`config.mk`:
```
export PLATFORM = sky130hd
export DESIGN_NAME = imem_arbiter
export DESIGN_NICKNAME = d
export VERILOG_FILES = /design/src/rtl/imem_arbiter.sv
export SDC_FILE = /design/constraint.sdc
export NUM_CORES = 1
export LEC_CHECK = 0
export CAP_MARGIN = 20
export CORE_AREA = 2 2 78 80
export DETAILED_ROUTE_END_ITERATION = 16
export DIE_AREA = 0 0 80 82
export GPL_ROUTABILITY_DRIVEN = 0
export GPL_TIMING_DRIVEN = 0
export PLACE_DENSITY = 0.86
export SYNTH_ARGS = -nofsm -noshare
export SYNTH_HDL_FRONTEND = slang
export SYNTH_SLANG_ARGS = --single-unit
export TNS_END_PERCENT = 20
```
`constraint.sdc`:
```
create_clock -name clk -period 2.5 [get_ports clk]
set_input_delay 0.5 -clock clk [delete_from_list [all_inputs] [get_ports clk]]
set_output_delay 0.5 -clock clk [all_outputs]
set_load 0.03 [all_outputs]
```
`src/rtl/imem_arbiter.sv`:
```
// Two-port (fetch/debug) arbiter in front of a single-cycle registered instruction memory.
// Optional: define IMEM_ARB_RR_EN for two-way round-robin instead of fixed debug priority.
module imem_arbiter #(
    parameter int unsigned DWIDTH   = 32,
    parameter int unsigned MEMDEPTH = 1024
) (
    input  logic              clk,
    input  logic              reset,
    input  logic              f_req,
    input  logic [DWIDTH-1:0] f_addr,
    output logic              f_gnt,
    output logic              f_rvalid,
    output logic              f_err,
    output logic [DWIDTH-1:0] f_rdata,
    input  logic              d_req,
    input  logic [DWIDTH-1:0] d_addr,
    output logic              d_gnt,
    output logic              d_rvalid,
    output logic              d_err,
    output logic [DWIDTH-1:0] d_rdata,
    output logic              mem_en,
    output logic [DWIDTH-1:0] mem_addr,
    input  logic [DWIDTH-1:0] mem_rdata
);

    typedef enum logic [1:0] {OwnNone, OwnFetch, OwnDebug} owner_e;

    owner_e owner_q, owner_d;
    logic   err_q, err_d;
    logic   debug_first;
    logic   f_legal, d_legal;

    function automatic logic is_legal(input logic [DWIDTH-1:0] a);
        logic [DWIDTH-1:0] widx;
        widx = {2'b00, a[DWIDTH-1:2]};
        return (a[1:0] == 2'b00) && (widx < DWIDTH'(MEMDEPTH));
    endfunction

    assign f_legal = is_legal(f_addr);
    assign d_legal = is_legal(d_addr);

`ifdef IMEM_ARB_RR_EN
    // Set when fetch was the most recent grant; on conflict the other port wins.
    logic last_fetch_q, last_fetch_d;

    always_comb begin
        last_fetch_d = last_fetch_q;
        if (d_gnt) begin
            last_fetch_d = 1'b0;
        end else if (f_gnt) begin
            last_fetch_d = 1'b1;
        end
    end

    always_ff @(posedge clk) begin
        if (reset) begin
            last_fetch_q <= 1'b1;
        end else begin
            last_fetch_q <= last_fetch_d;
        end
    end

    assign debug_first = last_fetch_q;
`else
    assign debug_first = 1'b1;
`endif

    always_comb begin
        f_gnt    = 1'b0;
        d_gnt    = 1'b0;
        mem_en   = 1'b0;
        mem_addr = '0;
        owner_d  = OwnNone;
        err_d    = 1'b0;
        if (!reset) begin
            if (d_req && (!f_req || debug_first)) begin
                d_gnt   = 1'b1;
                owner_d = OwnDebug;
                err_d   = !d_legal;
                if (d_legal) begin
                    mem_en   = 1'b1;
                    mem_addr = d_addr;
                end
            end else if (f_req) begin
                f_gnt   = 1'b1;
                owner_d = OwnFetch;
                err_d   = !f_legal;
                if (f_legal) begin
                    mem_en   = 1'b1;
                    mem_addr = f_addr;
                end
            end
        end
    end

    always_ff @(posedge clk) begin
        if (reset) begin
            owner_q <= OwnNone;
            err_q   <= 1'b0;
        end else begin
            owner_q <= owner_d;
            err_q   <= err_d;
        end
    end

    // Responses are gated by reset so a grant followed by reset is never delivered.
    always_comb begin
        f_rvalid = !reset && (owner_q == OwnFetch);
        d_rvalid = !reset && (owner_q == OwnDebug);
        f_err    = f_rvalid && err_q;
        d_err    = d_rvalid && err_q;
        f_rdata  = (f_rvalid && !err_q) ? mem_rdata : '0;
        d_rdata  = (d_rvalid && !err_q) ? mem_rdata : '0;
    end

endmodule

```
# ---- After elaboration in Yosys (flattened, before gate mapping)
# Cells that the tools add are included.
# Widths: inputs -> output; s select.
dict set report classes {
  div 0
  mul 0
  magnitude_cmp 2
  shifts 0
  eq_ne 2
  mux 21
  n_bitwise 0
  add_sub_neg 0
  reduce_logical 15
}
# cell n
set ops {}
lappend ops {{$mux 32} 7}
lappend ops {{$lt 30x11->1 const B} 2}
lappend ops {{$mux 1} 13}
lappend ops {{$logic_and 1x1->1} 8}
lappend ops {{$logic_not 1->1} 4}
lappend ops {{$logic_not 2->1} 2}
lappend ops {{$eq 2x1->1 const B} 1}
lappend ops {{$eq 2x2->1 const B} 1}
lappend ops {{$mux 2} 1}
lappend ops {{$reduce_or 2->1} 1}
dict set report totals {
  ram_bits 0
  rom_bits 0
  mem_count 0
  latchBits 0
  word_cells 43
  inputBits 100
  output_inout_bits 103
  register_bits 3
}

# ---- Depth between registers and ports, before layout
dict set report logic_depth {
  depth_word 6
  depth_mapped 5
  ltp_nobuf 4
}

# ---- Worst setup path before layout
# Ideal clock, no wire load.
dict set report synth_path {
  path_type {input to output}
  start {input reset}
  end {output d_rdata[0]}
  arrival_time_ns 2.104
  path_buffers 1
  cell_stages 4
  slack_ns -0.104
  t_required_ns 2.000
  path_cell_list {nor3b_1 and2b_1 clkbuf_1 and2_1}
}
dict set report synth_via {
  elab_chain_len 4
}
# item line
set synth_lines {}
lappend synth_lines {{from (decl)} 8} ;# input logic reset,
lappend synth_lines {{$logic_not 1->1} 109} ;# d_rvalid = !reset && (owner_q == OwnDebug);
lappend synth_lines {{$logic_and 1x1->1} 109}
lappend synth_lines {{$logic_and 1x1->1} 113} ;# d_rdata = (d_rvalid && !err_q) ? mem_rdata : '0;
lappend synth_lines {{$mux 32} 113}
lappend synth_lines {{to (decl)} 20} ;# output logic [DWIDTH-1:0] d_rdata,
# Every way passes these cells.

# ---- Worst setup path in the final report
dict set report layout_path {
  start {input reset}
  end {output d_rdata[8]}
}
# The elaborated chain is that of the path after synthesis.

==> out/metrics.cfg <==
[synth]
synth_top_family_by_area=simple AND/OR/NAND/NOR gates
synth_xor_area_frac=0
synth_top_area_share=0.414
yosys.area_share.simple=0.619
synth_area_per_cell_um2=6.96
synth_compound_area_frac=0.112
ys_types=20
netlist_top_cells_area=and2_1, buf_4, a32o_1
postSynthCellCount=150
synth_adder_area_share=0
yosys_warnings=0
synth_mux_area_frac=0
ys_seq_elements=3
ys_seq_area_frac=0.0576
synth_area_um2=1040
yosysTopAreaCell=and2_1

[setup_path]
slowest_delay_ns=0.32
worst-path-buf-inv=3
cp.required_ns=2.00
start_kind=primary input
cp_max_fo=10
path_class=in -> out
cp.depth=6
arrival_ns=1.96
path_cells=dlygate4sd2_1 -> nor3b_2 -> and2b_2 -> buf_2 -> and2_1 -> clkdlybuf4s15_2
cp_slowest_cell=dlygate4sd2_1
cpLargestDelayFamily=buffers and inverters
cp-end-kind=output port

[power_and_ir_drop]
max-vdd-ir-drop_v=0.000235
p_leak_nw=1.50
power_density_nw_per_um2=166
finalPower_w=0.000530

[floorplanning]
core.rowCount=28
core_area_um2=5750
fp.dieW_um=80
die_y_um=82
fp.dieArea_um2=6560
start_util=0.182
io_pins=203

[drt]
wl_per_cell_um=13.2
first_pass_iters=4
dr_total_vias=1776
drc=0
viasPerCell=4.07
ant_nets=0
first_iter_violations=21
drt_wl_total_um=5750

[cells_and_area]
multi_input_area_um2=920
layout.area.seq_um2=60.1
fill_cells=550
antenna_cells=0
area_growth_pct=206
drive_above_1_share=0.385
final_util=0.556
fin_nets=462
final_cells=436

[worst_hold_path]
holdCritPathClass=in -> reg
whs_path_depth=2

[global_route]
grtUsageTotal=0.152
grt_max_degree=11
grt_pass1_vias=1709
grt_pass1_wl_um=7910
antenna_found_initial=0
grt_overflow=0

[place]
dpl.cell_count=426
detailedPlace.worstSlack_ns=-0.859
portBuffers=180
hpwl_um=4700

[clocking]
cts_tree=built
path_clk_slew_ns=0.03
cts_buffers=3
clk_path_buf_depth=2
cts_root_buf=clkbuf_8
cts_sinks=3
h-tree-depth=1
hold_buffers=0

[job]
maxCapViolations=0

[run_status]
outcome=finished clean

[sta]
setup_viol=0
post-route-period-util=0.984
fin_crit_ns=2.46
rsz0062_at_grt=true
setup_slack_ns=0.0402
fmaxAchievable_mhz=407
hold_viol=0
drv_slew=0

## cell usage after synthesis
library cell  instances
a22o_2                1
nor4_4                1
or4_4                 1
a32o_1               10
nor3b_1               4
and2_1               69
conb_1                1
inv_1                 2
and2b_1               2
nor4_1                9
buf_4                22
nand4_1               2
clkbuf_1              9
dfxtp_1               3
o22ai_1               1
nor2b_1               2
and2_0                7
nor2_1                2
nand2_1               1
buf_6                 1
## cell type report
type                       instances  share of cell area
clock buffer                       4              0.0141
sequential                         3              0.0188
tap                               75              0.0294
buffer                            32              0.0757
multi-input combinational        134               0.288
inverter                           2             0.00235
timing repair buffer             186               0.572
## stage by stage
| stage | setup TNS (ns) | hold WS, ns | cell area [um2] |
|---|---|---|---|
| 3_3_place_gp | -54.77 | 1.10 | 3020 |
| 3_5_place_dp | -56.96 | 1.12 | 3020 |
| 2_1_floorplan | -3.12 | 0.572 | 1130 |
| 6_report | 0 | 0.788 | 3190 |
| 4_1_cts | 0 | 0.781 | 3200 |
| 5_1_grt | -1.38 | 0.810 | 3190 |
## power by group
part | internal (W) | total, W | switching (W) | leakage (nW)
registers | 0.0000510 | 0.0000528 | 0.00000172 | 0.0249
clock network | 0.000109 | 0.000139 | 0.0000305 | 0.0228
logic | 0.000188 | 0.000338 | 0.000150 | 1.45
total | 0.000347 | 0.000530 | 0.000183 | 1.50
## cells by family after synthesis
family | count (synthesis)
other | 1
buffers and inverters | 34
AO/OA/AOI/OAI | 12
AND/OR/NAND/NOR | 100
flip-flops | 3
## worst paths after layout
path,start,endpoint,slack (ns)
worst max-delay path,reset,d_rdata[8],0.04
worst min-delay path,reset,owner_q[1]$_SDFF_PP0_,0.79
## flip-flops by register name (all words and copies together) (netlist names)
signal   flops
err_q        1
owner_q      2
## placed cells by master, fill, tap and decap left out, drive strengths merged
cell           instances
nor3b                  4
nor2b                  2
o22ai                  1
buf                   54
dlygate4sd2           27
inv                    2
clkbuf                12
nor4                  10
clkdlybuf4s18          6
dfxtp                  3
nand4                  2
nand2                  1
conb                  22
and2                  76
or4                    1
and2b                  2
dlymetal6s2s           4
clkdlybuf4s50         72
a22o                   1
nor2                   2
clkdlybuf4s15         47
a32o                  10
## metal layers
| layer | vias to the layer above | global-route usage | wire length (um) |
|---|---|---|---|
| met5 | - | 0 | 0 |
| met4 | 0 | 0.0220 | 59 |
| met3 | 6 | 0.0385 | 670 |
| met2 | 108 | 0.352 | 3380 |
| met1 | 776 | 0.126 | 1640 |
| li1 | 886 | - | - |
## repair_timing
item / 4_1_cts / 5_1_grt
gates resized for setup: 309 / 66
pin swaps: 13 / 12
setup endpoints to repair: 80 / 68
gates cloned: 2 / 0
buffers inserted: 3 / 1
No activity file was read; power rests on OpenSTA's default activity.
